**src/rtl/cam_frame_capture.sv**
```systemverilog
// Camera capture: XCLK divider, oversampled sensor bus, pixel assembly to RAM.
// Build option: define CAM_DECIM_EN for 2:1 decimation in both axes.

module cam_frame_capture #(
   parameter int DATA_W    = 8,
   parameter int BYTES_PP  = 2,
   parameter int ADDR_W    = 17,
   parameter int FRAME_PIX = 76800,
   parameter int XCLK_DIV  = 2,
   parameter bit VS_POL    = 1'b1,
   localparam int PIX_W    = DATA_W * BYTES_PP
) (
   input  logic              clk,
   input  logic              rst,
   input  logic              cam_pclk,
   input  logic              cam_vsync,
   input  logic              cam_href,
   input  logic [DATA_W-1:0] cam_data,
   output logic              cam_xclk,
   input  logic              start,
   input  logic              cont,
   input  logic              abort,
   output logic              busy,
   output logic              done,
   output logic              overflow,
   output logic              wr_en,
   output logic [ADDR_W-1:0] wr_addr,
   output logic [PIX_W-1:0]  wr_data,
   output logic [ADDR_W:0]   pix_count
);

   localparam int XC_W = (XCLK_DIV > 1) ? $clog2(XCLK_DIV) : 1;
   localparam int BT_W = (BYTES_PP > 1) ? $clog2(BYTES_PP) : 1;
   localparam int SR_W = (BYTES_PP > 1) ? PIX_W - DATA_W : 1;
   localparam int SY_W = DATA_W + 3;

   localparam logic [XC_W-1:0] XC_LAST = XC_W'(XCLK_DIV - 1);
   localparam logic [BT_W-1:0] BT_LAST = BT_W'(BYTES_PP - 1);
   localparam logic [ADDR_W:0] PIX_LIM = (ADDR_W + 1)'(FRAME_PIX);

   typedef enum logic [1:0] {
      S_IDLE,
      S_WAIT_VS,
      S_CAPTURE,
      S_DONE
   } state_t;

   // ---------------- XCLK divider ----------------
   logic [XC_W-1:0] xdiv_q, xdiv_d;
   logic            xclk_q, xclk_d;

   // Count to terminal, then wrap and toggle the sensor clock.
   always_comb begin
      xdiv_d = xdiv_q + 1'b1;
      xclk_d = xclk_q;
      if (xdiv_q == XC_LAST) begin
         xdiv_d = '0;
         xclk_d = ~xclk_q;
      end
   end

   // Divider state.
   always_ff @(posedge clk or negedge rst) begin
      if (!rst) begin
         xdiv_q <= '0;
         xclk_q <= 1'b0;
      end else begin
         xdiv_q <= xdiv_d;
         xclk_q <= xclk_d;
      end
   end

   // ---------------- input synchroniser ----------------
   logic [SY_W-1:0] sy1_q, sy2_q;
   logic [2:0]      edg_q;

   // Two flops for metastability, then one edge register for the controls.
   always_ff @(posedge clk or negedge rst) begin
      if (!rst) begin
         sy1_q <= '0;
         sy2_q <= '0;
         edg_q <= '0;
      end else begin
         sy1_q <= {cam_pclk, cam_vsync, cam_href, cam_data};
         sy2_q <= sy1_q;
         edg_q <= sy2_q[SY_W-1 -: 3];
      end
   end

   logic              pclk_s, vs_s, href_s;
   logic              pclk_e, vs_e, href_e;
   logic [DATA_W-1:0] data_s;
   logic              sample, vs_act, vs_act_e;
   logic              frame_start, frame_end, href_rise;

   assign pclk_s      = sy2_q[SY_W-1];
   assign vs_s        = sy2_q[SY_W-2];
   assign href_s      = sy2_q[SY_W-3];
   assign data_s      = sy2_q[DATA_W-1:0];
   assign pclk_e      = edg_q[2];
   assign vs_e        = edg_q[1];
   assign href_e      = edg_q[0];
   assign sample      = pclk_s & ~pclk_e;
   assign vs_act      = (vs_s == VS_POL);
   assign vs_act_e    = (vs_e == VS_POL);
   assign frame_start = vs_act_e & ~vs_act;
   assign frame_end   = ~vs_act_e & vs_act;
   assign href_rise   = href_s & ~href_e;

   // ---------------- pixel assembly ----------------
   logic [SR_W-1:0]  sr_q, sr_d;
   logic [PIX_W-1:0] shifted;
   logic             pix_keep;

   generate
      if (BYTES_PP > 1) begin : g_multi
         assign shifted = {sr_q, data_s};
      end else begin : g_single
         assign shifted = data_s;
      end
   endgenerate

`ifdef CAM_DECIM_EN
   logic line_odd_q, line_odd_d;
   logic col_odd_q, col_odd_d;
   logic href_fall;

   assign href_fall = ~href_s & href_e;
   assign pix_keep  = ~line_odd_q & ~col_odd_q;
`else
   assign pix_keep  = 1'b1;
`endif

   // ---------------- control ----------------
   state_t            state_q, state_d;
   logic              cont_q, cont_d;
   logic              ovf_q, ovf_d;
   logic [ADDR_W:0]   cnt_q, cnt_d;
   logic              wr_en_q, wr_en_d;
   logic [ADDR_W-1:0] wr_addr_q, wr_addr_d;
   logic [PIX_W-1:0]  wr_data_q, wr_data_d;
   logic [BT_W-1:0]   beat_q, beat_d, beat_base;
   logic              done_q, done_d;
   logic              busy_q, busy_d;

   // Next state, beat shifting, pixel writes and frame limit.
   always_comb begin
      state_d   = state_q;
      cont_d    = cont_q;
      ovf_d     = ovf_q;
      cnt_d     = cnt_q;
      wr_en_d   = 1'b0;
      wr_addr_d = wr_addr_q;
      wr_data_d = wr_data_q;
      sr_d      = sr_q;
      beat_base = (href_rise || !href_s) ? '0 : beat_q;
      beat_d    = beat_base;
`ifdef CAM_DECIM_EN
      line_odd_d = line_odd_q;
      col_odd_d  = col_odd_q;
      if (!href_s)
         col_odd_d = 1'b0;
      if (href_fall)
         line_odd_d = ~line_odd_q;
      if (frame_start)
         line_odd_d = 1'b0;
`endif
      if (state_q == S_CAPTURE && sample && href_s && !abort) begin
         sr_d = shifted[SR_W-1:0];
         if (beat_base == BT_LAST) begin
            beat_d = '0;
`ifdef CAM_DECIM_EN
            col_odd_d = ~col_odd_q;
`endif
            if (pix_keep) begin
               if (cnt_q == PIX_LIM) begin
                  ovf_d = 1'b1;
               end else begin
                  wr_en_d   = 1'b1;
                  wr_addr_d = cnt_q[ADDR_W-1:0];
                  wr_data_d = shifted;
                  cnt_d     = cnt_q + 1'b1;
               end
            end
         end else begin
            beat_d = beat_base + 1'b1;
         end
      end
      unique case (state_q)
         S_IDLE: begin
            if (start && !abort) begin
               state_d   = S_WAIT_VS;
               cont_d    = cont;
               ovf_d     = 1'b0;
               cnt_d     = '0;
               wr_addr_d = '0;
            end
         end
         S_WAIT_VS: begin
            if (frame_start) begin
               state_d   = S_CAPTURE;
               cnt_d     = '0;
               wr_addr_d = '0;
            end
         end
         S_CAPTURE: begin
            if (frame_end)
               state_d = S_DONE;
         end
         S_DONE: begin
            state_d = cont_q ? S_WAIT_VS : S_IDLE;
         end
         default: state_d = S_IDLE;
      endcase
      if (abort)
         state_d = S_IDLE;
      busy_d = (state_d == S_WAIT_VS) || (state_d == S_CAPTURE);
      done_d = (state_d == S_DONE);
   end

   // Control state and registered outputs.
   always_ff @(posedge clk or negedge rst) begin
      if (!rst) begin
         state_q   <= S_IDLE;
         cont_q    <= 1'b0;
         ovf_q     <= 1'b0;
         cnt_q     <= '0;
         wr_en_q   <= 1'b0;
         wr_addr_q <= '0;
         wr_data_q <= '0;
         sr_q      <= '0;
         beat_q    <= '0;
         done_q    <= 1'b0;
         busy_q    <= 1'b0;
`ifdef CAM_DECIM_EN
         line_odd_q <= 1'b0;
         col_odd_q  <= 1'b0;
`endif
      end else begin
         state_q   <= state_d;
         cont_q    <= cont_d;
         ovf_q     <= ovf_d;
         cnt_q     <= cnt_d;
         wr_en_q   <= wr_en_d;
         wr_addr_q <= wr_addr_d;
         wr_data_q <= wr_data_d;
         sr_q      <= sr_d;
         beat_q    <= beat_d;
         done_q    <= done_d;
         busy_q    <= busy_d;
`ifdef CAM_DECIM_EN
         line_odd_q <= line_odd_d;
         col_odd_q  <= col_odd_d;
`endif
      end
   end

   assign cam_xclk  = xclk_q;
   assign busy      = busy_q;
   assign done      = done_q;
   assign overflow  = ovf_q;
   assign wr_en     = wr_en_q;
   assign wr_addr   = wr_addr_q;
   assign wr_data   = wr_data_q;
   assign pix_count = cnt_q;

endmodule
```
**config.mk**
```make
export PLATFORM = sky130hd
export DESIGN_NAME = cam_frame_capture
export DESIGN_NICKNAME = d
export VERILOG_FILES = /design/src/rtl/cam_frame_capture.sv
export SDC_FILE = /design/constraint.sdc
export NUM_CORES = 1
export LEC_CHECK = 0
export BUFFER_PORTS_ARGS = -buffer_cell sky130_fd_sc_hd__buf_2
export CAP_MARGIN = 20
export CORE_MARGIN = 3
export CORE_UTILIZATION = 58
export CTS_BUF_LIST = sky130_fd_sc_hd__clkbuf_16
export DETAILED_ROUTE_END_ITERATION = 8
export PLACE_DENSITY = 0.82
export RECOVER_POWER = 25
export SYNTH_ARGS = -nofsm -noshare
export SYNTH_HDL_FRONTEND = slang
export SYNTH_SLANG_ARGS = --single-unit
```
**constraint.sdc**
```tcl
create_clock -name clk -period 2.75 [get_ports clk]
set_input_delay 0.275 -clock clk [delete_from_list [all_inputs] [get_ports clk]]
set_output_delay 0.275 -clock clk [all_outputs]
set_load 0.1 [all_outputs]
```
# Word level (Yosys, flattened, before mapping)
# Cells that the tools add are included.
# totals
register_bits	94
input_bits	16
# classes
n_addsub	3
eq_ne	7
muxes	30
n_bitwise	10
reduce_logical	11
# ops
op	count
18-bit 2-to-1 mux	5
17-bit 2-to-1 mux	5
18-bit case mux with 2 select lines	1
17-bit case mux with 2 select lines	1
18-bit by 1-bit adder with 18-bit output, second input constant	1
18-bit by 17-bit equality test with 1-bit output, second input constant	1
1-bit 2-to-1 mux	13
2-bit equality test, second input constant	4
2-bit 2-to-1 mux	4
2-bit case mux with 4 select lines	1
1-bit NOT	6
1-bit AND	4
2-bit by 1-bit equality test with 1-bit output, second input constant	2
1-bit logical AND	4
3-bit AND reduction	1
1-bit adder, second input constant	2
1-bit logical NOT	2
2-bit logical NOT	1
1-bit logical OR	2
2-bit AND reduction	1

# Depth between registers and ports, before layout
# Gate-level depths: netlist of run 1.
# depth
ltp_word	8
ltp_mapped	9
ltp_nobuf	7

# Worst setup path after synthesis of run 1
# No wires, ideal clock.
# synth_timing
path_kind	reg2reg
startpoint	reg cnt_q[6], in the netlist pix_count[6]
endpoint	reg cnt_q[17], in the netlist pix_count[17]
arrival_time_ns	2.446
required_ns	2.668
path_slack_ns	0.221
path_stages_with_launch	7
n_path_buf	1
path_cell_list	dfrtp_1 > clkbuf_2 > nand4_1 > nor4_1 > nand4_1 > or3_2 > a31oi_1
# synth_via
elab_chain_len	6
word_cells_on_any_way	8
cone_classes	add/sub: 1; eq/ne: 1; mux: 6
# synth_lines
element	line_no	text
from (decl)	138	logic [ADDR_W:0] cnt_q, cnt_d;
from (signal assigned)	243	cnt_q <= cnt_d;
18-bit by 1-bit adder with 18-bit output / 18-bit by 17-bit equality test with 1-bit output (equally long branches)	182, 176	
18-bit 2-to-1 mux *	176	if (cnt_q == PIX_LIM) begin
18-bit 2-to-1 mux *	170	if (beat_base == BT_LAST) begin
18-bit 2-to-1 mux *	168	if (state_q == S_CAPTURE && sample && href_s && !abort) begin
18-bit 2-to-1 mux (on tied branches)	200, 191	
18-bit case mux with 2 select lines *	189	unique case (state_q)
net cnt_d[17]	138	
# The timed path passes the listed nets; every way through them passes the cells marked *.
# A chain may end at the register's enable or synchronous reset.

# Worst setup path after layout of run 1
# layout_timing
startpoint	reg cnt_q[6], in the netlist pix_count[6]
endpoint	reg wr_addr_q[3], in the netlist wr_addr[3]
# layout_via
elab_chain_len	6
word_cells_on_any_way	7
cone_classes	eq/ne: 1; mux: 6
# layout_lines
element	line_no	text
18-bit by 17-bit equality test with 1-bit output *	176	
17-bit 2-to-1 mux *	176	
17-bit 2-to-1 mux *	170	
17-bit 2-to-1 mux *	168	
17-bit 2-to-1 mux (on tied branches)	200, 191	
17-bit case mux with 2 select lines *	189	
net wr_addr_d[3]	140	logic [ADDR_W-1:0] wr_addr_q, wr_addr_d;
to (signal assigned)	245	wr_addr_q <= wr_addr_d;
to (decl)	140	
# Marked as above.

==> results.cfg, run 1 <==
[logic_synthesis]
synthCells = 315
async_flop_share_pct = 100
synthTopCellsByArea = dfrtp_1 65%, nand2_1 8.4%, mux2_2 2.8%, a21oi_1 2.3%, nor2_1 1.8%
synth_commonest_cells = 94 x dfrtp_1, 81 x nand2_1, 17 x a21oi_1, 17 x nor2_1, 9 x mux2_2
synth_area_sq_mm = 0.00363
yosys_warnings = 0
yosysTopAreaCellShare_pct = 64.8
yosysUniqueCellTypes = 45
synth-main-ff-cell = dfrtp_1
synth.avg_cell_area_sq_um = 11.5
syn_nets = 334
synth-seq-cells = 94
seq_area_frac_synth_pct = 64.8
synth_edf_count = 0
yosysTopAreaCell = dfrtp_1
synth.most_common_cell = dfrtp_1

[cells_and_area]
drive_gt1_share_pct = 28.1
syn_to_final_growth_pct = 19.0
nets = 410
final_area_sq_mm = 0.00432
num-fill-cells = 417
diodes = 0
fin_cells = 470

[clock_network]
cts_tree = done
ctsHoldBuffers = 0
clk_pin_slew_ps = 60
ctsRootBufferMaster = clkbuf_16
clock_latency_ps = 340
cts_resized = 0
clockBufferDepth = 2
cts-buffers-inserted = 9
ctsHtreeMaxLevel = 3
cts_setup_buffers = 0
clock-sinks = 94

[run]
maxCapViolCount = 1

[sta]
finalSetupViolCount = 0
hold_ws_ps = 41.4
fin_crit_sh_pct = 82.9
relSlewSlack_pct = -47.8
fin_worst_skew_ps = 8.35
worst_pin_slew_ps = 2220
period_needed_ps = 2280
grt_setup_unrepaired = false
totalNegativeSetupSlack_ps = 0
fmax_mhz = 438
slew_violations = 95
hold_viol = 0

[power]
comb_power_share_pct = 3.9
p_int_mw = 2.05
power.switching_mw = 0.573
clock_power_share_pct = 41.2
power_frac_seq_pct = 54.9
leakage_nw = 2.23
vdd_drop_max_mv = 0.448
p_sw_share_pct = 21.8
p_per_area_mw_per_mm2 = 607

[critical_path]
crit_path_end_kind = register
arrival_ps = 2530
crit_type = reg -> reg
worstPathMaxFanout = 20
critPathLaunchType = register
crit_required_ps = 3000

[die]
row_count = 28
ios = 72
dieArea_sq_mm = 0.00724
dieWidth_microns = 85.1
coreArea_sq_mm = 0.00599
start_util_pct = 60.6
fp.dieH_microns = 85.1

[global_routing]
grt_pass1_vias = 2647
grt_antenna_before_repair = 0
grt_max_degree = 95
grt_pass1_wl_mm = 12.7
grtUsageTotal_pct = 22.5
grt-ovfl-total = 0

[routing]
dr.first_iter.drc_count = 198
ant_nets = 0
wirelength_mm = 7.33
num_vias = 2616
avgRoutedWirePerCell_microns = 15.6
drcViolationCount = 0
dr.pass1.iters = 4
vias_per_cell = 5.57

[place]
hpwl_mm = 4.93
placed_cells = 455
io_buffers = 71
gp_congestion = 0.884
post_dp_cell_area_sq_mm = 0.00408

[worst_hold_path]
min_path_type = in -> reg

[run_status]
violations = max-capacitance violations, max-slew violations
status = finished, violations left
worst max-delay path, stage by stage (launching register included):
cell     delay, ps
dfrtp_1        480
nor4_1         410
nand4_1        280
o21ai_2        470
buf_4          340
nand2_1         80
a21oi_1        140
logic make-up (layout without fill, tap and decap cells):
group / after synthesis / after routing / synth area share (%)
AO/OA/AOI/OAI: 35 / 35 / 6.14
XOR/XNOR: 13 / 13 / 3.14
adder cells (fa/ha/maj): 3 / 3 / 1.03
buffers and inverters: 18 / 98 / 2.55
flip-flops: 94 / 94 / 64.8
multiplexers: 12 / 12 / 3.62
AND/OR/NAND/NOR: 140 / 140 / 18.7
worst paths after layout:
kind / slack (ps) / from / cells past startpoint / endpoint
min in group asynchronous: 700 / rst / 2 / wr_data[4]$_DFFE_PN0P_
worst max-delay path: 470 / pix_count[6]$_DFF_PN0_ / 6 / wr_addr[3]$_DFF_PN0_
worst max register to register: 470 / pix_count[6]$_DFF_PN0_ / 6 / wr_addr[3]$_DFF_PN0_
max in group asynchronous: 750 / rst / 2 / overflow$_DFF_PN0_
worst min-delay path: 40 / cam_data[7] / 1 / sy1_q[7]$_DFF_PN0_
worst min register to register: 350 / sy1_q[1]$_DFF_PN0_ / 0 / sy2_q[1]$_DFF_PN0_
cells in the final DEF, fill, tap and decap left out, drive strengths merged, types with 6 or more instances in the layout:
master and count:
a21oi 17, a22o 7, buf 75, clkbuf 11
dfrtp 94, inv 7, mux2 9, nand2 81
nand3 6, nand4 6, nor2 19, xnor2 7
xor2 6
state kept, by name, summed over array words and instances (netlist names), 2 cells and up:
signal and cells:
pix_count 18, wr_addr 17, wr_data 16, sy1_q 11, sy2_q 11, sr_q 8, edg_q 3, state_q 2
layout make-up:
| type | instances | area, sq um | area share [%] |
|---|---|---|---|
| sequential | 94 | 2350 | 54.5 |
| tap | 75 | 93.8 | 2.17 |
| inverter | 6 | 22.5 | 0.522 |
| clock buffer | 9 | 225 | 5.22 |
| timing repair buffer | 77 | 400 | 9.27 |
| multi-input combinational | 203 | 1190 | 27.6 |
| clock inverter | 6 | 31.3 | 0.724 |
power by group through the flow:
stage	combinational [mW]	sequential (mW)	clock, mW
6_report	0.103	1.44	1.08
5_1_grt	0.116	1.44	1.16
4_1_cts	0.109	1.44	1.10
3_5_place_dp	0.109	1.46	0
3_3_place_gp	0.106	1.46	0
2_1_floorplan	0.0405	1.47	0
routing by layer:
layer,vias to the layer above,share of wire (%),global-route usage [%]
li1,1220,-,-
met1,1303,41,29.1
met2,80,50,35.2
met3,13,6.7,5.92
met4,0,2.2,11.4
met5,-,0,0
per-stage QoR:
| stage | worst slack, ps | total power, mW | utilization (%) |
|---|---|---|---|
| after global routing | 250 | 2.72 | 72.1 |
| after floorplan | 221 | 1.51 | - |
| after detailed placement | 493 | 1.57 | 68.0 |
| after CTS | 471 | 2.65 | 72.3 |
| after global placement | 646 | 1.57 | 68.0 |
| final | 469 | 2.62 | 72.1 |
No activity file was read; power rests on OpenSTA's default activity.
==> inputs of run 2 (changes only) <==
--- a/config.mk
+++ b/config.mk
@@ -8,10 +8,10 @@
 export BUFFER_PORTS_ARGS = -buffer_cell sky130_fd_sc_hd__buf_2
 export CAP_MARGIN = 20
 export CORE_MARGIN = 3
-export CORE_UTILIZATION = 58
+export CORE_UTILIZATION = 54
 export CTS_BUF_LIST = sky130_fd_sc_hd__clkbuf_16
 export DETAILED_ROUTE_END_ITERATION = 8
-export PLACE_DENSITY = 0.82
+export PLACE_DENSITY = 0.77
 export RECOVER_POWER = 25
 export SYNTH_ARGS = -nofsm -noshare
 export SYNTH_HDL_FRONTEND = slang
==> constraint.sdc (replaced) <==
create_clock -name clk -period 2.4 [get_ports clk]
set_input_delay 0.24 -clock clk [delete_from_list [all_inputs] [get_ports clk]]
set_output_delay 0.24 -clock clk [all_outputs]
set_load 0.1 [all_outputs]
==> run 2 against run 1 <==
- the flow now finishes without violations
- design area rose by 2.4%
- setup slack got worse by 220 ps
- register-to-register slack lost 220 ps
==> results.cfg, run 2 (same netlist as run 1, synthesis figures left out) <==
[global_routing]
grtUsageTotal_pct = 21.4
grt_max_degree = 55
grt-ovfl-total = 0
grt_pass1_vias = 2537
grt_antenna_before_repair = 0
grt_pass1_wl_mm = 12.6

[sta]
relSlewSlack_pct = 32.9
grt_setup_unrepaired = false
worst_pin_slew_ps = 1010
totalNegativeSetupSlack_ps = 0
fin_worst_skew_ps = 4.24
hold_ws_ps = 6.60
finalSetupViolCount = 0
setup_ws_ps = 246
fmax_mhz = 464
fin_crit_sh_pct = 89.8
slew_violations = 0
period_needed_ps = 2150
hold_viol = 0

[clock_network]
clock-sinks = 94
ctsRootBufferMaster = clkbuf_16
ctsHtreeMaxLevel = 3
cts_setup_buffers = 0
clockBufferDepth = 2
cts-buffers-inserted = 9
cts_resized = 0
cts_tree = done
ctsHoldBuffers = 1
clock_latency_ps = 330
clk_pin_slew_ps = 60

[power]
leakage_nw = 2.26
p_sw_share_pct = 21.9
power.switching_mw = 0.692
p_total_mw = 3.16
clock_power_share_pct = 43.9
power_frac_seq_pct = 52.1
p_per_area_mw_per_mm2 = 715
vdd_drop_max_mv = 0.417
p_int_mw = 2.47
comb_power_share_pct = 4.0

[place]
hpwl_mm = 5.02
post_dp_cell_area_sq_mm = 0.00411
placed_cells = 460
gp_congestion = 0.888
pre_cts_ws_ps = 305
io_buffers = 71

[critical_path]
crit_required_ps = 2610
crit_type = reg -> reg
arrival_ps = 2360
crit_path_end_kind = register
worstPathMaxFanout = 6
critPathLaunchType = register

[routing]
drcViolationCount = 0
vias_per_cell = 5.51
wirelength_mm = 7.51
avgRoutedWirePerCell_microns = 15.7
ant_nets = 0
dr.first_iter.drc_count = 204
num_vias = 2632
dr.pass1.iters = 4

[die]
row_count = 29
start_util_pct = 56.5
ios = 72
fp.dieH_microns = 88.0
coreArea_sq_mm = 0.00642
dieWidth_microns = 88.0
dieArea_sq_mm = 0.00774

[cells_and_area]
layout_commonest_cell = dfrtp_1
diodes = 0
num-fill-cells = 471
fin_util_pct = 68.9
nets = 416
largest_reg_flops = 18
final_area_sq_mm = 0.00442
fin_cells = 478
drive_gt1_share_pct = 29.4
layout_common_cells = 90 x dfrtp_1, 81 x nand2_1, 70 x buf_2
syn_to_final_growth_pct = 21.9

[worst_hold_path]
min_path_type = in -> reg

[run]
maxCapViolCount = 0

[run_status]
status = finished, final reports clean
run 2: worst paths after layout:
path | start | end | slack (ps) | cells past startpoint
min | cam_data[7] | sy1_q[7]$_DFF_PN0_ | 7 | 1
min reg2reg | sy1_q[7]$_DFF_PN0_ | sy2_q[7]$_DFF_PN0_ | 350 | 0
min in group asynchronous | rst | sr_q[0]$_DFFE_PN0N_ | 620 | 2
max in group asynchronous | rst | pix_count[13]$_DFF_PN0_ | 950 | 3
max | pix_count[0]$_DFF_PN0_ | pix_count[15]$_DFF_PN0_ | 250 | 7
max reg2reg | pix_count[0]$_DFF_PN0_ | pix_count[15]$_DFF_PN0_ | 250 | 7
run 2: final cells by class:
class	count	area (sq um)	area share (%)
Multi-Input combinational cell	203	1190	27.0
Sequential cell	94	2360	53.3
Clock buffer	9	225	5.09
Timing Repair Buffer	83	465	10.5
Clock inverter	6	63.8	1.44
Tap cell	77	96.3	2.18
Inverter	6	22.5	0.509
run 2: worst max-delay path, stage by stage, from the launching register on:
cell	delay (ps)
dfrtp_2	450
inv_1	80
ha_1	140
nor4b_1	230
nand3_1	240
nor4b_1	610
or4_1	220
a21oi_1	60
run 2: power by group through the flow:
stage | Sequential, mW | Clock (mW) | Combinational [mW]
floorplan | 1.69 | 0 | 0.0464
global placement | 1.67 | 0 | 0.122
detailed placement | 1.68 | 0 | 0.126
CTS | 1.65 | 1.41 | 0.128
global route | 1.65 | 1.48 | 0.140
finish | 1.65 | 1.39 | 0.126
run 2: metal layers:
| layer | up-vias | track usage [%] | part of all wire [%] |
|---|---|---|---|
| met1 | 1296 | 29.6 | 44 |
| li1 | 1227 | - | - |
| met3 | 14 | 4.52 | 6.1 |
| met5 | - | 0 | 0 |
| met2 | 95 | 32.7 | 48 |
| met4 | 0 | 9.34 | 1.7 |
